[src/rtl/apb_master_if.sv]
// Command/response port and APB3 request/completion signals of apb_master.
// The master modport is the requester's view; slave is the view of whatever drives commands and completes transfers.
interface apb_master_if;
    logic        cmd_valid;
    logic        cmd_ready;
    logic        cmd_write;
    logic [31:0] cmd_addr;
    logic [31:0] cmd_wdata;
    logic [3:0]  cmd_strb;
    logic [2:0]  cmd_prot;
    logic        rsp_valid;
    logic [31:0] rsp_rdata;
    logic        rsp_err;
    logic        psel;
    logic        penable;
    logic        pwrite;
    logic [31:0] paddr;
    logic [31:0] pwdata;
    logic [3:0]  pstrb;
    logic [2:0]  pprot;
    logic [31:0] prdata;
    logic        pready;
    logic        pslverr;

    modport master (
        input  cmd_valid, cmd_write, cmd_addr, cmd_wdata, cmd_strb, cmd_prot,
        input  prdata, pready, pslverr,
        output cmd_ready, rsp_valid, rsp_rdata, rsp_err,
        output psel, penable, pwrite, paddr, pwdata, pstrb, pprot
    );

    modport slave (
        output cmd_valid, cmd_write, cmd_addr, cmd_wdata, cmd_strb, cmd_prot,
        output prdata, pready, pslverr,
        input  cmd_ready, rsp_valid, rsp_rdata, rsp_err,
        input  psel, penable, pwrite, paddr, pwdata, pstrb, pprot
    );
endinterface

[src/rtl/apb_master.sv]
// APB3 requester: single-beat command in, SETUP/ACCESS transfer out, one-cycle response pulse back.
// Optional ACCESS wait-state abort is built only when APB_MASTER_TIMEOUT_EN is defined.
module apb_master #(
    parameter int TIMEOUT_CYCLES = 16
) (
    input  logic         pclk,
    input  logic         presetn,
    apb_master_if.master bus
);
    // state  | meaning
    // IDLE   | no transfer; cmd_ready high
    // SETUP  | psel high, penable low, request registered
    // ACCESS | psel and penable high, waiting for pready
    typedef enum logic [1:0] {
        ST_IDLE   = 2'd0,
        ST_SETUP  = 2'd1,
        ST_ACCESS = 2'd2
    } state_t;

    state_t      r_state;
    state_t      w_state_nxt;
    logic        w_accept;
    logic        w_done;
    logic        w_abort;
    logic        w_timeout;

    logic [31:0] r_paddr;
    logic [31:0] r_pwdata;
    logic [3:0]  r_pstrb;
    logic [2:0]  r_pprot;
    logic        r_pwrite;
    logic        r_rsp_valid;
    logic [31:0] r_rsp_rdata;
    logic        r_rsp_err;

    if (TIMEOUT_CYCLES < 1) begin : g_bad_timeout
        $error("apb_master: TIMEOUT_CYCLES must be >= 1");
    end

    always_ff @(posedge pclk or negedge presetn) begin
        if (!presetn) begin
            r_state <= ST_IDLE;
        end else begin
            r_state <= w_state_nxt;
        end
    end

    always_comb begin
        w_state_nxt = r_state;
        w_accept    = 1'b0;
        w_done      = 1'b0;
        w_abort     = 1'b0;
        unique case (r_state)
            ST_IDLE: begin
                if (bus.cmd_valid) begin
                    w_accept    = 1'b1;
                    w_state_nxt = ST_SETUP;
                end
            end
            ST_SETUP: begin
                w_state_nxt = ST_ACCESS;
            end
            ST_ACCESS: begin
                // a completer answering on the timeout edge still wins
                if (bus.pready) begin
                    w_done      = 1'b1;
                    w_state_nxt = ST_IDLE;
                end else if (w_timeout) begin
                    w_abort     = 1'b1;
                    w_state_nxt = ST_IDLE;
                end
            end
            default: begin
                w_state_nxt = ST_IDLE;
            end
        endcase
    end

    always_ff @(posedge pclk or negedge presetn) begin
        if (!presetn) begin
            r_paddr  <= 32'h0;
            r_pwdata <= 32'h0;
            r_pstrb  <= 4'h0;
            r_pprot  <= 3'h0;
            r_pwrite <= 1'b0;
        end else if (w_accept) begin
            r_paddr  <= bus.cmd_addr;
            r_pwdata <= bus.cmd_wdata;
            r_pstrb  <= bus.cmd_write ? bus.cmd_strb : 4'h0;
            r_pprot  <= bus.cmd_prot;
            r_pwrite <= bus.cmd_write;
        end
    end

    always_ff @(posedge pclk or negedge presetn) begin
        if (!presetn) begin
            r_rsp_valid <= 1'b0;
            r_rsp_rdata <= 32'h0;
            r_rsp_err   <= 1'b0;
        end else begin
            r_rsp_valid <= w_done | w_abort;
            if (w_done) begin
                r_rsp_rdata <= r_pwrite ? 32'h0 : bus.prdata;
                r_rsp_err   <= bus.pslverr;
            end else if (w_abort) begin
                r_rsp_rdata <= 32'h0;
                r_rsp_err   <= 1'b1;
            end
        end
    end

`ifdef APB_MASTER_TIMEOUT_EN
    localparam int CW = $clog2(TIMEOUT_CYCLES + 1);

    logic [CW-1:0] r_to_cnt;

    // counts completed wait states; the abort fires on the TIMEOUT_CYCLES-th one
    always_ff @(posedge pclk or negedge presetn) begin
        if (!presetn) begin
            r_to_cnt <= '0;
        end else if (r_state == ST_SETUP) begin
            r_to_cnt <= '0;
        end else if (r_state == ST_ACCESS && !bus.pready) begin
            r_to_cnt <= r_to_cnt + CW'(1);
        end
    end

    assign w_timeout = (r_to_cnt == CW'(TIMEOUT_CYCLES - 1));
`else
    assign w_timeout = 1'b0;
`endif

    assign bus.cmd_ready = (r_state == ST_IDLE);
    assign bus.psel      = (r_state != ST_IDLE);
    assign bus.penable   = (r_state == ST_ACCESS);
    assign bus.pwrite    = r_pwrite;
    assign bus.paddr     = r_paddr;
    assign bus.pwdata    = r_pwdata;
    assign bus.pstrb     = r_pstrb;
    assign bus.pprot     = r_pprot;
    assign bus.rsp_valid = r_rsp_valid;
    assign bus.rsp_rdata = r_rsp_rdata;
    assign bus.rsp_err   = r_rsp_err;
endmodule

[src/flat_wrapper.sv]
// flat-port wrapper written by rule: the top's interface ports become plain ports
module apb_master_flat 
#(
    parameter int TIMEOUT_CYCLES = 16
)
  (pclk, presetn, bus_cmd_valid, bus_cmd_write, bus_cmd_addr, bus_cmd_wdata, bus_cmd_strb, bus_cmd_prot, bus_prdata, bus_pready, bus_pslverr, bus_cmd_ready, bus_rsp_valid, bus_rsp_rdata, bus_rsp_err, bus_psel, bus_penable, bus_pwrite, bus_paddr, bus_pwdata, bus_pstrb, bus_pprot);
  apb_master_if bus_i ();
  input  logic pclk;
  input  logic presetn;
  input wire logic [$bits(bus_i.cmd_valid)-1:0] bus_cmd_valid;
  input wire logic [$bits(bus_i.cmd_write)-1:0] bus_cmd_write;
  input wire logic [$bits(bus_i.cmd_addr)-1:0] bus_cmd_addr;
  input wire logic [$bits(bus_i.cmd_wdata)-1:0] bus_cmd_wdata;
  input wire logic [$bits(bus_i.cmd_strb)-1:0] bus_cmd_strb;
  input wire logic [$bits(bus_i.cmd_prot)-1:0] bus_cmd_prot;
  input wire logic [$bits(bus_i.prdata)-1:0] bus_prdata;
  input wire logic [$bits(bus_i.pready)-1:0] bus_pready;
  input wire logic [$bits(bus_i.pslverr)-1:0] bus_pslverr;
  output wire logic [$bits(bus_i.cmd_ready)-1:0] bus_cmd_ready;
  output wire logic [$bits(bus_i.rsp_valid)-1:0] bus_rsp_valid;
  output wire logic [$bits(bus_i.rsp_rdata)-1:0] bus_rsp_rdata;
  output wire logic [$bits(bus_i.rsp_err)-1:0] bus_rsp_err;
  output wire logic [$bits(bus_i.psel)-1:0] bus_psel;
  output wire logic [$bits(bus_i.penable)-1:0] bus_penable;
  output wire logic [$bits(bus_i.pwrite)-1:0] bus_pwrite;
  output wire logic [$bits(bus_i.paddr)-1:0] bus_paddr;
  output wire logic [$bits(bus_i.pwdata)-1:0] bus_pwdata;
  output wire logic [$bits(bus_i.pstrb)-1:0] bus_pstrb;
  output wire logic [$bits(bus_i.pprot)-1:0] bus_pprot;
  assign bus_i.cmd_valid = bus_cmd_valid;
  assign bus_i.cmd_write = bus_cmd_write;
  assign bus_i.cmd_addr = bus_cmd_addr;
  assign bus_i.cmd_wdata = bus_cmd_wdata;
  assign bus_i.cmd_strb = bus_cmd_strb;
  assign bus_i.cmd_prot = bus_cmd_prot;
  assign bus_i.prdata = bus_prdata;
  assign bus_i.pready = bus_pready;
  assign bus_i.pslverr = bus_pslverr;
  assign bus_cmd_ready = bus_i.cmd_ready;
  assign bus_rsp_valid = bus_i.rsp_valid;
  assign bus_rsp_rdata = bus_i.rsp_rdata;
  assign bus_rsp_err = bus_i.rsp_err;
  assign bus_psel = bus_i.psel;
  assign bus_penable = bus_i.penable;
  assign bus_pwrite = bus_i.pwrite;
  assign bus_paddr = bus_i.paddr;
  assign bus_pwdata = bus_i.pwdata;
  assign bus_pstrb = bus_i.pstrb;
  assign bus_pprot = bus_i.pprot;
  apb_master #(.TIMEOUT_CYCLES(TIMEOUT_CYCLES)) u_core (.pclk(pclk), .presetn(presetn), .bus(bus_i));
endmodule
[config.mk]
export PLATFORM = sky130hd
export DESIGN_NAME = apb_master_flat
export DESIGN_NICKNAME = d
export VERILOG_FILES = /design/src/rtl/apb_master_if.sv /design/src/rtl/apb_master.sv /design/src/flat_wrapper.sv
export SDC_FILE = /design/constraint.sdc
export NUM_CORES = 1
export LEC_CHECK = 0
export BUFFER_PORTS_ARGS = -buffer_cell sky130_fd_sc_hd__clkbuf_2
export CORE_MARGIN = 10
export CORE_UTILIZATION = 40
export DETAILED_ROUTE_END_ITERATION = 8
export GPL_ROUTABILITY_DRIVEN = 0
export PLACE_DENSITY = 0.74
export SLEW_MARGIN = 40
export SYNTH_ARGS = -nofsm -noshare
export SYNTH_HDL_FRONTEND = slang
export SYNTH_SLANG_ARGS = --single-unit
export TNS_END_PERCENT = 100
[constraint.sdc]
create_clock -name pclk -period 1.5 [get_ports pclk]
set_input_delay 0.15 -clock pclk [delete_from_list [all_inputs] [get_ports pclk]]
set_output_delay 0.15 -clock pclk [all_outputs]
set_load 0.005 [all_outputs]
### Word level (Yosys, flattened, before mapping)

Cells that the tools add are included.

| operators by class | value |
|---|---|
| equality and inequality tests | 4 |
| multiplexer cells | 11 |
| reductions and logical operators | 3 |

Operators with widths:

| cell | count |
|---|---|
| two-way mux 32 bit | 2 |
| one-hot mux 2 bit (3 select lines) | 1 |
| two-way mux 1 bit | 5 |
| two-way mux 2 bit | 2 |
| two-way mux 4 bit | 1 |
| != test 2 bit (second input constant) | 2 |
| equality test 2 x 1 -> 1 bit (second input constant) | 1 |
| equality test 2 bit (second input constant) | 1 |
| zero test 2 bit | 1 |
| AND reduction 2 bit | 1 |
| nonzero test 2 bit | 1 |

| storage, ports and cells | value |
|---|---|
| register bits | 108 |
| input port bits | 109 |

### Depth between registers and ports, before layout

Gate-level depths: netlist of the first run.

| logic depth | value |
|---|---|
| depth after elaboration | 3 |
| mapped depth | 4 |
| mapped depth without buffers | 2 |

### Least setup slack after synthesis of the first run

No wires, ideal clock.

| timing path | value |
|---|---|
| kind | reg2reg |
| start point | register u_core.r_state[0] |
| end point | register u_core.r_pwdata[15], in the netlist u_core.bus.pwdata[15] |
| arrival time | 1273 ps |
| setup slack | 102 ps |
| cell stages (with the launch flop) | 5 |
| path through | dfrtp_1 -> nor3b_1 -> buf_4 -> buf_6 -> mux2_2 |

| between the ends | value |
|---|---|
| cells in the longest elaborated chain, start to end | 2 |

RTL lines:

| item | line | text |
|---|---|---|
| start: declaration | apb_master.sv:20 | `state_t r_state;` |
| start signal: assignment | apb_master.sv:44 | `r_state <= w_state_nxt;` |
| zero test 2 bit | apb_master.sv:53 | `unique case (r_state)` |
| two-way mux 1 bit | apb_master.sv:53 |  |
| end signal: assignment | apb_master.sv:88 | `r_pwdata <= bus.cmd_wdata;` |
| end: declaration | apb_master.sv:28 | `logic [31:0] r_pwdata;` |

No other way between the ends.
A chain may end at the register's enable or synchronous reset.

### Worst setup path in the final report of the first run

| timing path | value |
|---|---|
| start point | register u_core.r_state[0] |
| end point | register u_core.r_pwdata[5], in the netlist u_core.bus.pwdata[5] |

Same word-level chain as after synthesis.

==> summary.txt, run 1 <==
Startpoint Class -> flop
CTS buffer count -> 9
Drt pass-1 iters -> 4
Worst hold start -> bus_cmd_addr[14]
Placement Setup Slack -> -0.0739 ns
Clk pwr share -> 0.133
Fmax -> 673 MHz
Fin. Hold Viols -> 0
Share of power burned in registers -> 0.408
Worst Path Required -> 1.74 ns
Residual DRC count -> 0
First-pass GRT wire length -> 19100 um
HPWL after detailed placement -> 8900 um
Outcome -> finished, final reports clean
Fin crit share -> 0.991
Synth top cells by count -> dfrtp_1 (108), mux2_2 (72), nor2b_1 (32)
Clk_skew -> 0.00928 ns
TritonCTS clock tree -> built
Worst path cell trace -> nor3b_4 > buf_6 > buf_16 > mux2_2
Peak VDD IR -> 0.865 mV
Cell Int Power -> 0.00847 W
ANT cells -> 0
Cell total after placement -> 627
Num rows -> 38
Most frequent cell after synthesis -> dfrtp_1
Sw power -> 0.00392 W
Tmin final -> 1.49 ns
Vias/cell -> 4.65
Total power -> 0.0124 W
Seq/Total Area, Yosys -> 0.609
Worst slew margin -> 0.797
Clock transition at the registers of the reported paths -> 0.10 ns
Final worst slack -> 0.0131 ns
Crit Path Max Fanout -> 13
Synth area leaders -> dfrtp_1 (61%), mux2_2 (18%), mux2_4 (9.8%), nor2b_1 (4.5%), buf_6 (2.0%)
Least-Margin Pin Slew -> 0.305 ns
Power per standard cell area -> 1920 nW/um^2
R2R cell count -> 4
Logic pwr share -> 0.459
CP Class -> reg -> reg
Final ANT Viol Nets -> 0
Cell Count, Final, Fillers Out -> 674
Fin nets -> 638
Routed via count -> 3134
Syn Area/Cell -> 16.1 um^2
Fillers -> 867
Worst hold path depth -> 2
Switching Fraction -> 0.316
Die footprint -> 15700 um^2
Initial core utilization -> 0.409
Die X -> 125 um
Wirelength per Cell -> 19.1 um
Final Setup Violations -> 0
Top-area cell type share of the netlist area -> 0.609
Post-synth EDFFs -> 0
Root buf cell -> clkbuf_8
Post-Synthesis Cells -> 275
Fraction of registers with async set or reset after synthesis -> 1.00
Clock Latency Late Sink -> 0.35 ns
WL final -> 12900 um
Slowest-stage cell, CP -> dfrtp_1
Util after Layout -> 0.594
Synth cell types -> 16
Number of global-route vias before repair -> 3552
Critical path's largest stage delay -> 0.43 ns
Initial antenna violation count -> 0
Syn_nets -> 384
Hold Crit Class -> in -> reg
RSZ-0062 raised after global routing -> yes
Post-Syn Area -> 4440 um^2
Share of layout cells above drive strength 1 -> 0.672
Post-synth top flop -> dfrtp_1
Clk sinks -> 108
I/O Buffers -> 217
H-tree levels -> 3
Yosys Warn Count -> 0
Largest net degree at the start of global routing -> 59
Max cap viols -> 0
Die height -> 125 um
Launch point of the worst path -> u_core.r_state[0]
Area growth, synth to finish -> 45.2%
Slew Viols, Final -> 0
CP Capture Type -> flop
Grt ovf -> 0
RR Startpoint -> u_core.r_state[0]
1st-iter DRT viols -> 145
Bufs on Longest Clock Path -> 2
LEAKAGE -> 3.34 nW
Yosys top cell by area -> dfrtp_1
Yosys reg bits -> 108
Core Area -> 10800 um^2
Top Ports -> 218
Data arrival, critical path -> 1.73 ns
Gr usage total -> 0.150
==> cells by family (layout without fill, tap and decap cells) <==
family	after synthesis	count (layout)	share of synthesized area
buffers and inverters	20	279	0.0423
DFF	108	108	0.609
muxes	106	106	0.292
and+or+nand+nor	41	41	0.0561
==> per-stage QoR <==
step	hold slack [ns]	cell area, um^2	TNS, ns
detailed placement	-0.0300	5670	-2.15
CTS	0.000218	6110	-0.297
global route	0.00110	6440	-1.48
global placement	-0.0299	5670	-0.522
finish	0.0211	6440	0
floorplan	-0.146	4440	0
==> cell usage in the layout, fill, tap and decap left out, types with 2 or more instances in the layout <==
cell type	n
clkbuf_16	4
nand2_1	4
mux2_4	71
dlygate4sd3_1	18
clkbuf_8	11
dfrtp_1	107
buf_12	6
buf_6	2
mux2i_1	5
nor2b_1	32
clkbuf_2	216
buf_4	9
mux2_2	30
buf_16	2
clkbuf_1	2
inv_1	5
==> worst paths after layout <==
kind / to / slack, ns
worst max register to register: u_core.bus.pwdata[5] / 0.01
max in group asynchronous: u_core.r_state[1] / 0.86
worst min-delay path: u_core.bus.paddr[14] / 0.02
worst min register to register: u_core.bus.pwdata[2] / 0.51
worst max-delay path: u_core.bus.pwdata[5] / 0.01
min in group asynchronous: u_core.bus.rsp_rdata[3] / 0.14
==> flip-flops by register name (all words and copies together) (netlist names) <==
name                  count
u_core.bus.rsp_rdata     32
u_core.bus.pwdata        32
u_core.r_state            2
u_core.bus.pwrite         1
u_core.bus.paddr         32
u_core.bus.pprot          3
u_core.bus.pstrb          4
u_core.bus.rsp_valid      1
u_core.bus.rsp_err        1
==> metal layers <==
| metal | track usage | routed length, um | vias up |
|---|---|---|---|
| met5 | 0 | 0 | - |
| met4 | 0.0373 | 130 | 0 |
| met3 | 0.0625 | 1040 | 10 |
| met2 | 0.255 | 6450 | 130 |
| met1 | 0.171 | 5230 | 1556 |
| li1 | - | - | 1438 |
==> critical path: cells and delay by family, from the launching register on <==
family | cells | cell delay [ns]
buf+inv | 2 | 0.36
mux | 1 | 0.34
flops | 1 | 0.43
simple gates | 1 | 0.25
==> final cells by class <==
cell class	count	area, um^2	area share
flip-flops and latches	108	2700	0.420
multi-input cells	147	1720	0.267
repair buffers	258	1640	0.255
well taps	140	175	0.0272
clock buffers	13	159	0.0247
clock inverters	3	21.3	0.00330
inverters	5	18.8	0.00291
==> timing repair <==
item,CTS,global route
endpoints found under the setup margin,70,79
cloned,2,5
pin swaps,1,1
hold buffers,15,3
setup buffers,2,4
gates resized for setup,10,44
hold endpoints to repair,122,3
==> power groups by stage <==
| stage | registers (W) | logic [W] | clock network (W) |
|---|---|---|---|
| 6_report | 0.00506 | 0.00569 | 0.00164 |
| 5_1_grt | 0.00523 | 0.00615 | 0.00182 |
| 4_1_cts | 0.00502 | 0.00508 | 0.00170 |
| 3_5_place_dp | 0.00507 | 0.00478 | 0 |
| 3_3_place_gp | 0.00499 | 0.00465 | 0 |
| 2_1_floorplan | 0.00513 | 0.00247 | 0 |
No activity file was read; power rests on OpenSTA's default activity.
==> inputs of run 2 (changes only) <==
Settings changed: HOLD_SLACK_MARGIN from default to 0.08.
==> run 2 against run 1 <==
Combinational power grew 5.8%. Non-clock buffer count grew 58. Register-to-register slack is essentially flat. First-iteration DRC count shrank 3.4%. Clock skew grew 0.0048 ns. Final area grew 9.9%. Final cell count grew 8.9%. Setup slack lost 0.011 ns. Total power grew 3.2%. Routed wire length grew 12%. Utilization grew 5.9 points. Critical path depth is the same. Largest cell class unchanged.
==> summary.txt, run 2 (synthesized netlist as in run 1, its figures left out) <==
Outcome -> finished, final reports clean
Least-Margin Pin Slew -> 0.308 ns (+0.00311 ns)
Final Setup Violations -> 0 (unchanged)
Worst path cell trace -> nor3b_4 > buf_6 > buf_16 > mux2_2
CP Buf/Inv Count -> 2 (unchanged)
Largest net degree at the start of global routing -> 59 (unchanged)
Tmin final -> 1.50 ns (+0.0110 ns)
Power per standard cell area -> 1810 nW/um^2 (-6.1%)
Grt ovf -> 0 (unchanged)
CP Class -> reg -> reg
LEAKAGE -> 3.62 nW (+8.6%)
Share of layout cells above drive strength 1 -> 0.606 (-0.0659)
WL final -> 14400 um (+12%)
Data arrival, critical path -> 1.74 ns (about the same)
Initial antenna violation count -> 2 (+2)
Hold Crit Class -> in -> reg
Finished Cell Area -> 7080 um^2 (+9.9%)
Root buf cell -> clkbuf_8
Max cap viols -> 0 (unchanged)
Clk sinks -> 108 (unchanged)
Most frequent cells in the layout -> clkbuf_2 (216), dfrtp_1 (107), mux2_4 (83)
TNS Setup -> 0 ns (unchanged)
DR top layer -> met4
Slowest-stage cell, CP -> dfrtp_2
Worst hold start -> bus_cmd_write
Worst slew margin -> 0.795 (-0.00207)
Slew Viols, Final -> 0 (unchanged)
R2R cell count -> 4 (unchanged)
Fin nets -> 696 (+9.1%)
Die X -> 125 um (unchanged)
CTS buffer count -> 9 (unchanged)
Top Ports -> 218 (unchanged)
H-tree levels -> 3 (unchanged)
Util after Layout -> 0.653 (+0.0586)
Peak VDD IR -> 0.872 mV (+0.77%)
Clk_skew -> 0.0141 ns (+0.00482 ns)
Worst Path Required -> 1.74 ns (about the same)
Hold Path End -> u_core.bus.pstrb[1]
TritonCTS clock tree -> built
Bufs on Longest Clock Path -> 2 (unchanged)
Drt pass-1 iters -> 4 (unchanged)
Final ANT Viol Nets -> 0 (unchanged)
Commonest non-fill, non-tap cell in the layout -> clkbuf_2
Initial core utilization -> 0.409 (unchanged)
Clock transition at the registers of the reported paths -> 0.10 ns (about the same)
Fin crit share -> 0.999 (+0.00734)
Worst R2R End -> u_core.bus.pwdata[15]
Wire length on met2 -> 7260 um (+13%)
HPWL after detailed placement -> 8900 um (unchanged)
Routed via count -> 3407 (+8.7%)
Worst hold path depth -> 3 (+1)
Cell family with most CP delay -> flip-flops
CP Capture Type -> flop
FF-to-FF setup slack -> 0.002 ns (about the same)
Num rows -> 38 (unchanged)
Die height -> 125 um (unchanged)
Core Area -> 10800 um^2 (unchanged)
DP Area -> 5670 um^2 (unchanged)
Startpoint Class -> flop
Clock Latency Late Sink -> 0.36 ns (about the same)
Area growth, synth to finish -> 59.6%
Post-Route M1 WL -> 5620 um (+7.4%)
Vias/cell -> 4.64 (-0.18%)
Number of global-route vias before repair -> 3938 (+11%)
RSZ-0062 raised after global routing -> yes
Die footprint -> 15700 um^2 (unchanged)
I/O Buffers -> 217 (unchanged)
1st-iter DRT viols -> 140 (-3.4%)
RR Startpoint -> u_core.r_state[1]
Fillers -> 796 (-8.2%)
Residual DRC count -> 0 (unchanged)
First-pass GRT wire length -> 21100 um (+10%)
Crit Path Max Fanout -> 13 (unchanged)
Critical path's largest stage delay -> 0.45 ns (+0.02 ns)
Met3 Wirelength -> 1150 um (+10%)
Gr usage total -> 0.165 (+0.0150)
Fmax -> 668 MHz (-0.74%)
Wirelength per Cell -> 19.6 um (+2.6%)
Fin. Hold Viols -> 0 (unchanged)
run 2: worst min-delay path: cells and delay by family:
family / cells / cell delay, ns
muxes: 1 / 0.07
and+or+nand+nor: 1 / 0.07
buffers and inverters: 1 / 0.14
run 2: final cells by class:
class                           instances  area (um^2)  area share
Antenna cell                            2         5.00    0.000707
Clock buffer                           13          159      0.0225
Clock inverter                          3         21.3     0.00301
Inverter                                5         18.8     0.00265
Multi-Input combinational cell        147         1770       0.250
Sequential cell                       108         2700       0.382
Tap cell                              140          175      0.0247
Timing Repair Buffer                  316         2230       0.315
run 2: power breakdown:
group / switching [W] / internal (W) / leakage [nW]
Clock: 0.000953 / 0.000699 / 0.0896
Combinational: 0.00233 / 0.00370 / 2.23
Sequential: 0.000821 / 0.00429 / 1.31
run 2: what timing repair did:
action,CTS,global route
resized for setup,10,57
hold buffers,76,0
setup buffers,2,4
gates cloned,2,5
endpoints found under the hold margin,181,0
setup endpoints to repair,70,82
pin swaps,1,1
run 2: how the worst max path moves through the flow:
| stage | start | endpoint | slack, ns | cells after the start |
|---|---|---|---|---|
| 2_1_floorplan | u_core.r_state[0] | u_core.bus.pwdata[15] | 0.10 | 4 |
| 3_3_place_gp | u_core.r_state[1] | u_core.bus.paddr[10] | -0.02 | 3 |
| 3_5_place_dp | u_core.r_state[1] | u_core.bus.pwdata[23] | -0.07 | 3 |
| 5_1_grt | u_core.r_state[0] | u_core.bus.pwdata[15] | -0.06 | 4 |
| 6_report | u_core.r_state[1] | u_core.bus.pwdata[15] | 0.002 | 4 |
| 4_1_cts | u_core.r_state[1] | u_core.bus.paddr[15] | -0.02 | 4 |
run 2: stage by stage:
stage | std cells | power (W) | hold slack [ns] | worst slack (ns)
after CTS | 723 | 0.0119 | 0.0861 | -0.0216
after floorplan | 275 | 0.00761 | -0.146 | 0.102
after detailed placement | 627 | 0.00985 | -0.0300 | -0.0739
after global routing | 734 | 0.0136 | 0.114 | -0.0615
after global placement | 627 | 0.00963 | -0.0299 | -0.0225
final | 734 | 0.0128 | 0.128 | 0.00213
run 2: metal layers:
metal,vias to the layer above,global-route usage
met5,-,0
met2,156,0.288
met4,0,0.0515
met1,1673,0.180
met3,24,0.0668
li1,1554,-
==> inputs of run 3 (changes only) <==
Settings changed: ABC_CLOCK_PERIOD_IN_PS from default to 1500, PLACE_DENSITY 0.74 to 0.75.
==> run 3 against run 2 <==
Sequential power is essentially flat. Largest cell class unchanged. First-iteration DRC count shrank 13%. Sequential cell count is the same. Combinational power shrank 5.5%. Fmax grew 0.71%. Worst hold slack lost 0.036 ns. Utilization shrank 0.76 points. Global-route usage shrank 0.50 points. Final cell count shrank 0.41%. Register-to-register slack is essentially flat. Non-clock buffer count shrank 4. Via count shrank 1.4%.
==> summary.txt, run 3 (synthesized netlist as in run 1, its figures left out) <==
Outcome -> finished, final reports clean
Critical path's largest stage delay -> 0.43 ns (-0.02 ns)
Clk_skew -> 0.0111 ns (-0.00303 ns)
Initial antenna violation count -> 3 (+1)
Vias/cell -> 4.60 (-0.97%)
Footprint of the multi-input gates -> 1740 um^2 (-1.5%)
Grt ovf -> 0 (unchanged)
LEAKAGE -> 3.57 nW (-1.5%)
Fin. Hold Viols -> 0 (unchanged)
Worst Path Required -> 1.77 ns (+0.03 ns)
Startpoint Class -> flop
CP Buf/Inv Count -> 2 (unchanged)
Switching Fraction -> 0.312 (-0.00816)
H-tree levels -> 3 (unchanged)
First-pass GRT wire length -> 20400 um (-3.4%)
Bufs on Longest Clock Path -> 2 (unchanged)
Fillers -> 813 (+2.1%)
Peak VDD IR -> 0.930 mV (+6.7%)
Wirelength per Cell -> 18.7 um (-4.2%)
Most frequent cells in the layout -> clkbuf_2 (216), dfrtp_1 (108), dlygate4sd3_1 (77)
Sw power -> 0.00397 W (-3.2%)
CP Capture Type -> flop
Tmin final -> 1.49 ns (-0.0105 ns)
WL final -> 13700 um (-4.6%)
1st-iter DRT viols -> 122 (-13%)
Routed via count -> 3360 (-1.4%)
Fin crit share -> 0.992 (-0.00700)
Hold Path End -> u_core.bus.pstrb[2]
Core Area -> 10800 um^2 (unchanged)
Area growth, synth to finish -> 57.7%
Worst R2R End -> u_core.bus.paddr[15]
Clk pwr share -> 0.151 (+0.022)
Crit Path Max Fanout -> 11 (-2)
Data arrival, critical path -> 1.76 ns (+0.02 ns)
Clock Latency Late Sink -> 0.38 ns (+0.02 ns)
Number of global-route vias before repair -> 3769 (-4.3%)
Total power -> 0.0127 W (-0.63%)
Num rows -> 38 (unchanged)
Worst hold path depth -> 3 (unchanged)
Final ANT Viol Nets -> 0 (unchanged)
Hold Crit Class -> in -> reg
R2R cell count -> 4 (unchanged)
Fmax -> 672 MHz (+0.71%)
Share of power burned in registers -> 0.401 (about the same)
Worst path cell trace -> nor3b_4 > buf_6 > clkbuf_16 > mux2_2
Final worst slack -> 0.0126 ns (+0.0105 ns)
Max cap viols -> 0 (unchanged)
Die X -> 125 um (unchanged)
Slew Viols, Final -> 0 (unchanged)
Launch point of the worst path -> u_core.r_state[1]
Die height -> 125 um (unchanged)
Cell family with most CP delay -> flip-flops
Share of layout cells above drive strength 1 -> 0.604 (-0.00268)
Die footprint -> 15700 um^2 (unchanged)
Worst hold start -> bus_cmd_write
CTS buffer count -> 9 (unchanged)
Storage element area -> 2700 um^2 (about the same)
Largest net degree at the start of global routing -> 109 (+85%)
I/O Buffers -> 217 (unchanged)
Commonest non-fill, non-tap cell in the layout -> clkbuf_2
Gr usage total -> 0.160 (-0.00504)
Worst slew margin -> 0.603 (-0.192)
Fin nets -> 692 (-0.57%)
RR Startpoint -> u_core.r_state[1]
RSZ-0062 raised after global routing -> yes
Slowest-stage cell, CP -> dfrtp_1
Initial core utilization -> 0.409 (unchanged)
Cell Int Power -> 0.00873 W (+0.57%)
Least-Margin Pin Slew -> 0.596 ns (+0.288 ns)
CP Class -> reg -> reg
Top Ports -> 218 (unchanged)
Clk sinks -> 108 (unchanged)
Residual DRC count -> 0 (unchanged)
Placement Setup Slack -> 0.0249 ns (+0.0989 ns)
Logic pwr share -> 0.448 (-0.023)
Drt pass-1 iters -> 3 (-1)
FF-to-FF setup slack -> 0.01 ns (about the same)
Root buf cell -> clkbuf_8
TritonCTS clock tree -> built
HPWL after detailed placement -> 9040 um (+1.6%)
Power per standard cell area -> 1820 nW/um^2 (+0.55%)
Clock transition at the registers of the reported paths -> 0.10 ns (about the same)
Final Setup Violations -> 0 (unchanged)
[run 3: cell types whose count changed in the layout (fill, tap and decap cells not counted), moves of 2 or more]
cell	change
mux2_2	+7
clkbuf_8	+2
mux2_4	-7
clkbuf_1	-2
buf_12	-2
buf_4	-2
buf_16	-2
[run 3: area by class of cell]
class                           instances  share of cell area
Sequential cell                       108               0.386
Timing Repair Buffer                  312               0.304
Multi-Input combinational cell        147               0.249
Clock buffer                           13              0.0256
Tap cell                              140              0.0250
Clock inverter                          3             0.00608
Inverter                                5             0.00268
Antenna cell                            3             0.00107
[run 3: repair_timing]
item	CTS	global route
hold buffers	77	0
setup endpoints to repair	2	55
pin swaps	0	1
endpoints found under the hold margin	181	0
buffers inserted	0	1
gates cloned	0	4
resized for setup	1	53
[run 3: per-layer routing]
| layer | GRT usage | up-vias | wire (um) |
|---|---|---|---|
| li1 | - | 1547 | - |
| met1 | 0.175 | 1659 | 5260 |
| met2 | 0.266 | 134 | 6920 |
| met3 | 0.0706 | 20 | 1220 |
| met4 | 0.0671 | 0 | 305 |
| met5 | 0 | - | 0 |
[run 3: worst max-delay path by stage]
stage | slack (ns) | to | cells past startpoint
global route | -0.05 | u_core.bus.pwdata[0] | 4
detailed placement | 0.02 | u_core.bus.paddr[12] | 4
finish | 0.01 | u_core.bus.paddr[15] | 4
CTS | 0.01 | u_core.bus.pwdata[4] | 4
global placement | 0.05 | u_core.bus.pwdata[2] | 4
floorplan | 0.10 | u_core.bus.pwdata[15] | 4
[run 3: stage by stage]
step	cell area, um^2	hold slack [ns]	util	instances	TNS (ns)
3_5_place_dp	5700	0.273	0.526	630	0
4_1_cts	6690	0.0834	0.617	723	0
5_1_grt	7000	0.106	0.645	731	-0.836
2_1_floorplan	4440	-0.146	-	275	0
3_3_place_gp	5700	0.264	0.526	630	0
6_report	7000	0.0925	0.645	731	0
[run 3: power groups by stage]
stage                     sequential, W  combinational [W]  clock, W
after floorplan                 0.00513            0.00247         0
after global placement          0.00498            0.00473         0
after detailed placement        0.00508            0.00487         0
after CTS                       0.00504            0.00505   0.00198
after global routing            0.00526            0.00613   0.00211
final                           0.00509            0.00569   0.00192
[run 3: tightest hold or removal path, cell delays in order]
cell and delay [ns]:
clkbuf_2 0.13, nand2_1 0.08, mux2i_1 0.06
